`config.mk`:
```
export PLATFORM = sky130hd
export DESIGN_NAME = trade_trigger_flat
export DESIGN_NICKNAME = d
export VERILOG_FILES = /design/src/rtl/trade_trigger_if.sv /design/src/rtl/trade_trigger.sv /design/src/flat_wrapper.sv
export SDC_FILE = /design/constraint.sdc
export NUM_CORES = 1
export LEC_CHECK = 0
export CORE_UTILIZATION = 43
export DETAILED_ROUTE_END_ITERATION = 10
export DONT_BUFFER_PORTS = 1
export SYNTH_ARGS = -nofsm -noshare
export SYNTH_HDL_FRONTEND = slang
export SYNTH_SLANG_ARGS = --single-unit
```
`constraint.sdc`:
```
create_clock -name clk -period 5.55 [get_ports clk]
set_input_delay 1.3875 -clock clk [delete_from_list [all_inputs] [get_ports clk]]
set_output_delay 1.3875 -clock clk [all_outputs]
set_load 0.02 [all_outputs]
```
`src/rtl/trade_trigger_if.sv`:
```
// Comparator-result and order-request bundle for trade_trigger.
// The slave side (the trigger) consumes results and drives orders.
interface trade_trigger_if #(
    parameter int SYM_WIDTH   = 16,
    parameter int PRICE_WIDTH = 32
);
    logic                   cmp_valid;
    logic                   cond_true;
    logic [SYM_WIDTH-1:0]   cmp_sym_id;
    logic [PRICE_WIDTH-1:0] cmp_price;
    logic                   ord_valid;
    logic                   ord_ready;
    logic [SYM_WIDTH-1:0]   ord_sym_id;
    logic [PRICE_WIDTH-1:0] ord_price;

    modport master (
        output cmp_valid,
        output cond_true,
        output cmp_sym_id,
        output cmp_price,
        output ord_ready,
        input  ord_valid,
        input  ord_sym_id,
        input  ord_price
    );

    modport slave (
        input  cmp_valid,
        input  cond_true,
        input  cmp_sym_id,
        input  cmp_price,
        input  ord_ready,
        output ord_valid,
        output ord_sym_id,
        output ord_price
    );
endinterface

```
`src/rtl/trade_trigger.sv`:
```
// Issues one order after N consecutive same-symbol true comparator hits,
// then holds off new triggers for a fixed cooldown.
module trade_trigger #(
    parameter int SYM_WIDTH       = 16,
    parameter int PRICE_WIDTH     = 32,
    parameter int CNT_WIDTH       = 4,
    parameter int COOLDOWN_CYCLES = 8
) (
    input  logic                 clk,
    input  logic                 reset,
    input  logic                 cfg_enable,
    input  logic [CNT_WIDTH-1:0] cfg_hit_thresh,
    trade_trigger_if.slave       bus,
    output logic                 busy,
    output logic [15:0]          drop_cnt
);
    localparam int CD_W =
        (COOLDOWN_CYCLES > 1) ? $clog2(COOLDOWN_CYCLES + 1) : 1;
    localparam logic [CNT_WIDTH-1:0] CNT_MAX = '1;
    localparam logic [CNT_WIDTH-1:0] CNT_ONE = CNT_WIDTH'(1);
    localparam logic [CD_W-1:0] CD_INIT = CD_W'(COOLDOWN_CYCLES);
    localparam logic [CD_W-1:0] CD_ONE = CD_W'(1);

    typedef enum logic [1:0] {
        IDLE,
        ISSUE,
        COOLDOWN
    } state_e;

    state_e                 state_q, state_d;
    logic [CNT_WIDTH-1:0]   hit_cnt_q, hit_cnt_d;
    logic [SYM_WIDTH-1:0]   trk_sym_q, trk_sym_d;
    logic [SYM_WIDTH-1:0]   ord_sym_q, ord_sym_d;
    logic [PRICE_WIDTH-1:0] ord_price_q, ord_price_d;
    logic [CD_W-1:0]        cd_cnt_q, cd_cnt_d;
    logic [15:0]            drop_cnt_q, drop_cnt_d;

    logic                 hit;
    logic                 same_sym;
    logic [CNT_WIDTH-1:0] thresh_eff;
    logic [CNT_WIDTH-1:0] hit_next;

    assign hit        = bus.cmp_valid && bus.cond_true;
    assign same_sym   = (bus.cmp_sym_id == trk_sym_q);
    assign thresh_eff = (cfg_hit_thresh == '0) ? CNT_ONE : cfg_hit_thresh;

    // A streak continues only on the tracked symbol; otherwise restart at 1.
    always_comb begin
        hit_next = CNT_ONE;
        if (hit_cnt_q != '0 && same_sym) begin
            hit_next = (hit_cnt_q == CNT_MAX) ? CNT_MAX
                                              : hit_cnt_q + CNT_ONE;
        end
    end

    always_comb begin
        state_d     = state_q;
        hit_cnt_d   = hit_cnt_q;
        trk_sym_d   = trk_sym_q;
        ord_sym_d   = ord_sym_q;
        ord_price_d = ord_price_q;
        cd_cnt_d    = cd_cnt_q;
        drop_cnt_d  = drop_cnt_q;

        unique case (state_q)
            IDLE: begin
                if (!cfg_enable) begin
                    hit_cnt_d = '0;
                end else if (bus.cmp_valid) begin
                    if (!bus.cond_true) begin
                        hit_cnt_d = '0;
                    end else begin
                        hit_cnt_d = hit_next;
                        trk_sym_d = bus.cmp_sym_id;
                        if (hit_next >= thresh_eff) begin
                            ord_sym_d   = bus.cmp_sym_id;
                            ord_price_d = bus.cmp_price;
                            hit_cnt_d   = '0;
                            state_d     = ISSUE;
                        end
                    end
                end
            end
            ISSUE: begin
                if (bus.ord_ready) begin
                    if (COOLDOWN_CYCLES == 0) begin
                        state_d = IDLE;
                    end else begin
                        state_d  = COOLDOWN;
                        cd_cnt_d = CD_INIT;
                    end
                end
            end
            COOLDOWN: begin
                cd_cnt_d = cd_cnt_q - CD_ONE;
                if (cd_cnt_q <= CD_ONE) begin
                    cd_cnt_d = '0;
                    state_d  = IDLE;
                end
            end
            default: state_d = IDLE;
        endcase

        // Hits that arrive while an order is outstanding are lost; count them.
        if (state_q != IDLE && hit && drop_cnt_q != 16'hFFFF) begin
            drop_cnt_d = drop_cnt_q + 16'd1;
        end
    end

    always_ff @(posedge clk or posedge reset) begin
        if (reset) begin
            state_q     <= IDLE;
            hit_cnt_q   <= '0;
            trk_sym_q   <= '0;
            ord_sym_q   <= '0;
            ord_price_q <= '0;
            cd_cnt_q    <= '0;
            drop_cnt_q  <= '0;
        end else begin
            state_q     <= state_d;
            hit_cnt_q   <= hit_cnt_d;
            trk_sym_q   <= trk_sym_d;
            ord_sym_q   <= ord_sym_d;
            ord_price_q <= ord_price_d;
            cd_cnt_q    <= cd_cnt_d;
            drop_cnt_q  <= drop_cnt_d;
        end
    end

    assign bus.ord_valid  = (state_q == ISSUE);
    assign bus.ord_sym_id = ord_sym_q;
    assign bus.ord_price  = ord_price_q;
    assign busy           = (state_q != IDLE);
    assign drop_cnt       = drop_cnt_q;
endmodule

```
`src/flat_wrapper.sv`:
```
// flat-port wrapper written by rule: the top's interface ports become plain ports
module trade_trigger_flat 
#(
    parameter int SYM_WIDTH       = 16,
    parameter int PRICE_WIDTH     = 32,
    parameter int CNT_WIDTH       = 4,
    parameter int COOLDOWN_CYCLES = 8
)
  (clk, reset, cfg_enable, cfg_hit_thresh, busy, drop_cnt, bus_cmp_valid, bus_cond_true, bus_cmp_sym_id, bus_cmp_price, bus_ord_ready, bus_ord_valid, bus_ord_sym_id, bus_ord_price);
  trade_trigger_if #(.SYM_WIDTH(SYM_WIDTH), .PRICE_WIDTH(PRICE_WIDTH)) bus_i ();
  input  logic clk;
  input  logic reset;
  input  logic cfg_enable;
  input  logic [CNT_WIDTH-1:0] cfg_hit_thresh;
  output logic busy;
  output logic [15:0] drop_cnt;
  input wire logic [$bits(bus_i.cmp_valid)-1:0] bus_cmp_valid;
  input wire logic [$bits(bus_i.cond_true)-1:0] bus_cond_true;
  input wire logic [$bits(bus_i.cmp_sym_id)-1:0] bus_cmp_sym_id;
  input wire logic [$bits(bus_i.cmp_price)-1:0] bus_cmp_price;
  input wire logic [$bits(bus_i.ord_ready)-1:0] bus_ord_ready;
  output wire logic [$bits(bus_i.ord_valid)-1:0] bus_ord_valid;
  output wire logic [$bits(bus_i.ord_sym_id)-1:0] bus_ord_sym_id;
  output wire logic [$bits(bus_i.ord_price)-1:0] bus_ord_price;
  assign bus_i.cmp_valid = bus_cmp_valid;
  assign bus_i.cond_true = bus_cond_true;
  assign bus_i.cmp_sym_id = bus_cmp_sym_id;
  assign bus_i.cmp_price = bus_cmp_price;
  assign bus_i.ord_ready = bus_ord_ready;
  assign bus_ord_valid = bus_i.ord_valid;
  assign bus_ord_sym_id = bus_i.ord_sym_id;
  assign bus_ord_price = bus_i.ord_price;
  trade_trigger #(.SYM_WIDTH(SYM_WIDTH), .PRICE_WIDTH(PRICE_WIDTH), .CNT_WIDTH(CNT_WIDTH), .COOLDOWN_CYCLES(COOLDOWN_CYCLES)) u_core (.clk(clk), .reset(reset), .cfg_enable(cfg_enable), .cfg_hit_thresh(cfg_hit_thresh), .bus(bus_i), .busy(busy), .drop_cnt(drop_cnt));
endmodule
```
==> results.md, run 1 <==
* Status: completed
* Die Wd at 101 um
* Core area at 9330 um2
* Post-DP HPWL at 5640 um
* # hold bufs at CTS at 0
* RSZ-0062 raised after global routing: false
* Met3 Use GR at 5.69%
* Slowest stage delay, CP at 450 ps
* R2R Setup Slk at 2160 ps
* Crit path max-delay cell type: a2111oi_0
* Hold slack at 522 ps
* Pwr Density at 343 nW/um2
* Area grow syn2layout at 7.72%
* Number of synthesized flops with an enable pin at 0
* GR Util met1 at 22.2%
* Worst Tran Pin Value at 683 ps
* # port buffers at 0
* Mapped cell area at 4200 um2
* Worst Hold Class: reg -> reg
* Via Count at 2,407
* Worst R2R End: u_core.bus.ord_price[31]
* GRT met2 Usage at 24.4%
* Mapped Avg Cell Area at 13.4 um2
* Synthesized Nets at 381
* Initial antenna violation count at 0
* Ports at 124
* GRT Residual Overflow at 0
* Layout cells sized above 1 at 30.4%
* Fin util at 48.5%
* CTS resizes at 0
* Post-CTS setup buffer count at 0
* Slew Limit Fails at 0
* Synth warn at 0
* Die Area at 10,200 um2
* Clock slew at reported path FFs at 100 ps
* Hold Startpoint: u_core.cd_cnt_q[1]
* Synth area leader: dfrtp_1
* Clock Power Share at 28.3%
* Final hold violations at 0
* Fmax at 258 MHz
* Synth area leaders: dfrtp_1 (54%), mux2_2 (15%), xor2_1 (5.0%)
* Clock buffer depth at 2
* Worst R2R Start: u_core.hit_cnt_q[0]
* Startpoint types: input port
* Htree depth at 3
* Hold path cells at 2
* Worst EP required at 5780 ps
* Syn Inst Count at 314
* Antenna Nets Post-Route at 0
* Comb power frac at 12.1%
* Vias in the first global route at 2,412
* Buffers plus inverters on the worst setup path at 1
* Antenna Cells at 0
* Initial core utilization at 45.0%
* Pin count of the biggest net entering global routing at 54
* Crit end category: flop
* Critical-path maximum fanout at 25
* Global-route wire length before repair at 12,600 um
* Drt first pass iters at 4
* Number of synthesized register bits at 90
* CTS tree: done
* Initial DRC Count at 72
* CP arrival at 4100 ps
* Setup Crit Path Kind: in -> reg
* Max_cap viols at 0
* Yosys cell types at 55
* Nets at 388
* Peak supply drop at 0.178 mV
* Vias per cell at 5.29
* Crit-path cells: xor2_1 -> a2111oi_0 -> nand3_1 -> nor3_1 -> ha_1 -> nand2b_4 -> a2111oi_4 -> nor3_4 -> buf_4 -> mux2_4
* Final Setup Violations at 0
* Delay-heaviest family, CP: compound AO/OA/AOI/OAI gates
* Pleak at 2.07 nW
* Die span in y at 101 um
* Sequential share of the synthesized area at 53.7%
* PnR worst setup slack at 1680 ps
* Max transition margin at 54.5%
* Routability cong. at 0.820
* Dominant synthesized flop cell: dfrtp_1
* Asr flop ratio synth at 100%
* Clock sink count at 90
* Sequential share of power at 59.7%
* FILL cells at 868
* CTS Root Cell: clkbuf_8
* Post-synth top area share at 53.7%
* DR WL/cell at 17.1 um
* # rows at 35
* Setup TNS at 0 ps
* TritonCTS Buffers at 9
* Net switching power figure at 494 uW
* Busiest grt layer: met2
* Worst Hold Path EP: u_core.cd_cnt_q[1]
* Worst slack at placement at 1250 ps
* Depth of the most critical reg-to-reg path at 11
* DRC viols at 0
* Final period utilization at 69.8%
* Clk_lat worst skew at 350 ps
* Pint at 1.06 mW
* Total track usage at 16.4%
* Clock skew at 12.9 ps
* Total Wirelength at 7800 um
* Min Tclk post-route at 3870 ps
* Switch share at 31.8%
-- cells by family after synthesis --
logic type,share of synthesized area (%)
xor gates and xnor gates,6.05
DFF,53.7
adders and majority gates,2.68
AOI/OAI and AO/OA,6.02
buffers and inverters,2.62
muxes,18.8
and+or+nand+nor,10.2
-- tightest hold or removal path: stages (launching register included) --
cell and delay, ps:
dfrtp_1 380, nand2_1 50, o21ai_0 60
-- Yosys cell counts, drive strengths merged (2+ instances only) --
| library cell | number |
|---|---|
| nand4 | 4 |
| o32a | 2 |
| dfrtp | 90 |
| nor2 | 10 |
| a31oi | 3 |
| nor2b | 2 |
| nand2b | 5 |
| nor4 | 4 |
| nand3 | 7 |
| a211oi | 3 |
| o41ai | 2 |
| ha | 9 |
| a2111oi | 4 |
| nor4b | 3 |
| inv | 14 |
| o21ai | 3 |
| mux2 | 66 |
| nor3 | 8 |
| o31ai | 2 |
| xor2 | 24 |
| nand3b | 2 |
| nand2 | 17 |
| buf | 6 |
| a21oi | 3 |
| xnor2 | 5 |
-- layer usage --
layer	vias up	wire, um
met5	-	0
met4	0	85
met3	6	643
met2	83	3680
met1	1189	3380
li1	1129	-
-- area by class of cell --
type                       count  area, um2  area share [%]
sequential                    90       2250            49.8
tap                          129        161            3.57
inverter                      14       53.8            1.19
clock buffer                  11        151            3.35
clock inverter                 5       45.0           0.997
multi-input combinational    203       1830            40.6
timing repair buffer           3       22.5           0.498
-- metrics by stage --
step	instance area (um2)	power, mW	instances
floorplan	4200	1.08	314
CTS	4520	1.58	455
global route	4520	1.65	455
global placement	4320	1.12	439
finish	4520	1.55	455
detailed placement	4320	1.13	439
-- cell usage in the layout (no fill, tap or decap), types with 4 or more instances in the layout --
master / n
inv_1: 13
clkbuf_8: 11
mux2_2: 57
xor2_1: 24
nor2_1: 9
nand2b_1: 4
nor3_1: 6
ha_1: 9
dfrtp_1: 90
mux2_4: 9
xnor2_1: 5
nand2_1: 17
nand3_1: 7
-- power by group through the flow --
stage	sequential, mW	clock [mW]	combinational [mW]
after floorplan	0.914	0	0.163
after global placement	0.938	0	0.184
after detailed placement	0.940	0	0.191
after CTS	0.928	0.460	0.192
after global routing	0.941	0.492	0.215
final	0.925	0.438	0.187
-- worst max path at each step --
stage                            startpoint                  endpoint  slack, ps  depth (start not counted)
after CTS                 bus_cmp_sym_id[8]  u_core.bus.ord_price[31]       1640                         10
after global routing      bus_cmp_sym_id[8]  u_core.bus.ord_price[17]       1480                         10
final                     bus_cmp_sym_id[8]  u_core.bus.ord_price[31]       1680                         10
after detailed placement  bus_cmp_sym_id[8]  u_core.bus.ord_price[31]       1250                         10
after global placement    bus_cmp_sym_id[8]   u_core.bus.ord_price[0]       1330                         10
after floorplan           bus_cmp_sym_id[8]   u_core.bus.ord_price[0]       1610                         11
-- flip-flops by register name, indices dropped and copies added (netlist names) --
signal / cells
u_core.hit_cnt_q: 4
u_core.bus.ord_price: 32
u_core.trk_sym_q: 16
u_core.state_q: 2
u_core.cd_cnt_q: 4
u_core.bus.ord_sym_id: 16
u_core.drop_cnt: 16
Power figures use the tool's default switching activity.
==> run 2, diff against run 1 <==
- clock period: 5.55 -> 3.6 ns (I/O delays scaled with it)
==> run 2 against run 1 <==
Against the previous run: clock power up 76%; global-route usage up 0.22 points; hold slack better by 10 ps; register-to-register slack got worse by 1700 ps; count of clock-buffer cells in the layout fell by 1; setup slack got worse by 1200 ps; critical path type is now reg -> reg; largest cell class unchanged; highest routed layer unchanged.
==> results.md, run 2 (synthesized netlist as in run 1, its figures left out) <==
* Status: completed
* Clk_lat worst skew at 350 ps
* Hold slack at 533 ps
* Initial DRC Count at 54
* Setup Crit Path Kind: reg -> reg
* Pleak at 2.11 nW
* Vias per cell at 5.32
* Critical-path maximum fanout at 30
* # port buffers at 0
* Fmax at 323 MHz
* Ports at 124
* # hold bufs at CTS at 0
* Max_cap viols at 0
* Antenna Cells at 0
* Slew Limit Fails at 0
* Drt first pass iters at 6
* Total Wirelength at 7870 um
* Pin count of the biggest net entering global routing at 44
* CTS tree: done
* Htree depth at 3
* Min Tclk post-route at 3100 ps
* Post-DP HPWL at 5720 um
* Setup TNS at 0 ps
* Initial antenna violation count at 0
* Worst slack at placement at 106 ps
* GRT Residual Overflow at 0
* Post-route insts no fill at 460
* Peak supply drop at 0.270 mV
* Final Setup Violations at 0
* Worst Tran Pin Value at 774 ps
* Hold path cells at 1
* Layout cells sized above 1 at 31.4%
* Startpoint types: flop
* Die Wd at 101 um
* Pwr Density at 541 nW/um2
* Clock sink count at 90
* Worst Hold Class: reg -> reg
* Max reg flops at 32
* CTS Root Cell: clkbuf_8
* Fin util at 49.4%
* Antenna Nets Post-Route at 0
* Crit end category: flop
* Core area at 9330 um2
* RSZ-0062 raised after global routing: false
* DRC viols at 0
* Final period utilization at 86.0%
* Total track usage at 16.6%
* Clock buffer depth at 2
* Post-CTS setup buffer count at 0
* Final hold violations at 0
* Most common cell after layout, fill and taps aside: dfrtp_1
* Area grow syn2layout at 9.93%
* Clock skew at 8.35 ps
* # rows at 35
* Clock slew at reported path FFs at 90 ps
* Via Count at 2,447
* CP arrival at 3330 ps
* PnR worst setup slack at 503 ps
* Die Area at 10,200 um2
* Vias in the first global route at 2,644
* Commonest non-fill, non-tap cells in the layout: dfrtp_1 (90), mux2_2 (57), xor2_1 (24)
* Max transition margin at 48.3%
* Depth of the most critical reg-to-reg path at 11
* Placed insts at 444
* TritonCTS Buffers at 9
* Global-route wire length before repair at 12,900 um
* Routability cong. at 0.805
* Die span in y at 101 um
* Initial core utilization at 45.0%
* DR WL/cell at 17.1 um
* Nets at 393
* Worst EP required at 3830 ps
* CTS resizes at 0
run 2: report_power, final:
part / leakage, nW / switching, mW / total, mW / internal (mW)
registers: 1.16 / 0.266 / 1.43 / 1.16
clock network: 0.109 / 0.362 / 0.773 / 0.411
logic: 0.845 / 0.123 / 0.294 / 0.170
total: 2.11 / 0.751 / 2.50 / 1.75
run 2: area by class of cell:
class,count,area (um2)
multi-input combinational,203,1830
fill,836,4720
timing repair buffer,8,85.1
tap,129,161
clock inverter,6,88.8
inverter,14,53.8
clock buffer,10,138
sequential,90,2250
run 2: critical path, stage by stage, from the launching register on:
cell,delay (ps)
dfrtp_1,420
inv_1,80
ha_1,210
a2111oi_0,390
nand3_1,180
buf_4,200
nor3_1,190
ha_1,280
a2111oi_4,420
nor3_4,120
buf_12,190
mux2_2,290
run 2: stage by stage:
step                cell area, um2  power (mW)
floorplan                     4200        1.66
global placement              4390        1.73
detailed placement            4390        1.75
CTS                           4610        2.53
global route                  4610        2.62
finish                        4610        2.50
run 2: path summary, 6_finish.rpt:
| kind | startpoint | to | slack, ps |
|---|---|---|---|
| worst max register to register | u_core.hit_cnt_q[0] | u_core.bus.ord_price[10] | 500 |
| min in group asynchronous | reset | u_core.drop_cnt[14] | 540 |
| worst min-delay path | u_core.trk_sym_q[2] | u_core.trk_sym_q[2] | 530 |
| max in group asynchronous | reset | u_core.drop_cnt[9] | 2240 |
| worst min register to register | u_core.trk_sym_q[2] | u_core.trk_sym_q[2] | 530 |
| worst max-delay path | u_core.hit_cnt_q[0] | u_core.bus.ord_price[10] | 500 |
run 2: per-layer routing:
layer | vias up | global-route usage [%] | share of wire (%)
met2 | 73 | 25.6 | 47
met5 | - | 0 | 0
met4 | 0 | 6.02 | 1.6
met3 | 9 | 4.51 | 5.9
li1 | 1143 | - | -
met1 | 1222 | 22.4 | 45
==> run 3, diff against run 2 <==
- CTS_CLUSTER_DIAMETER: unset -> 200
- SLEW_MARGIN: unset -> 20
==> results of run 3 <==
Final layout, timing and power as in run 2 (identical DEF).
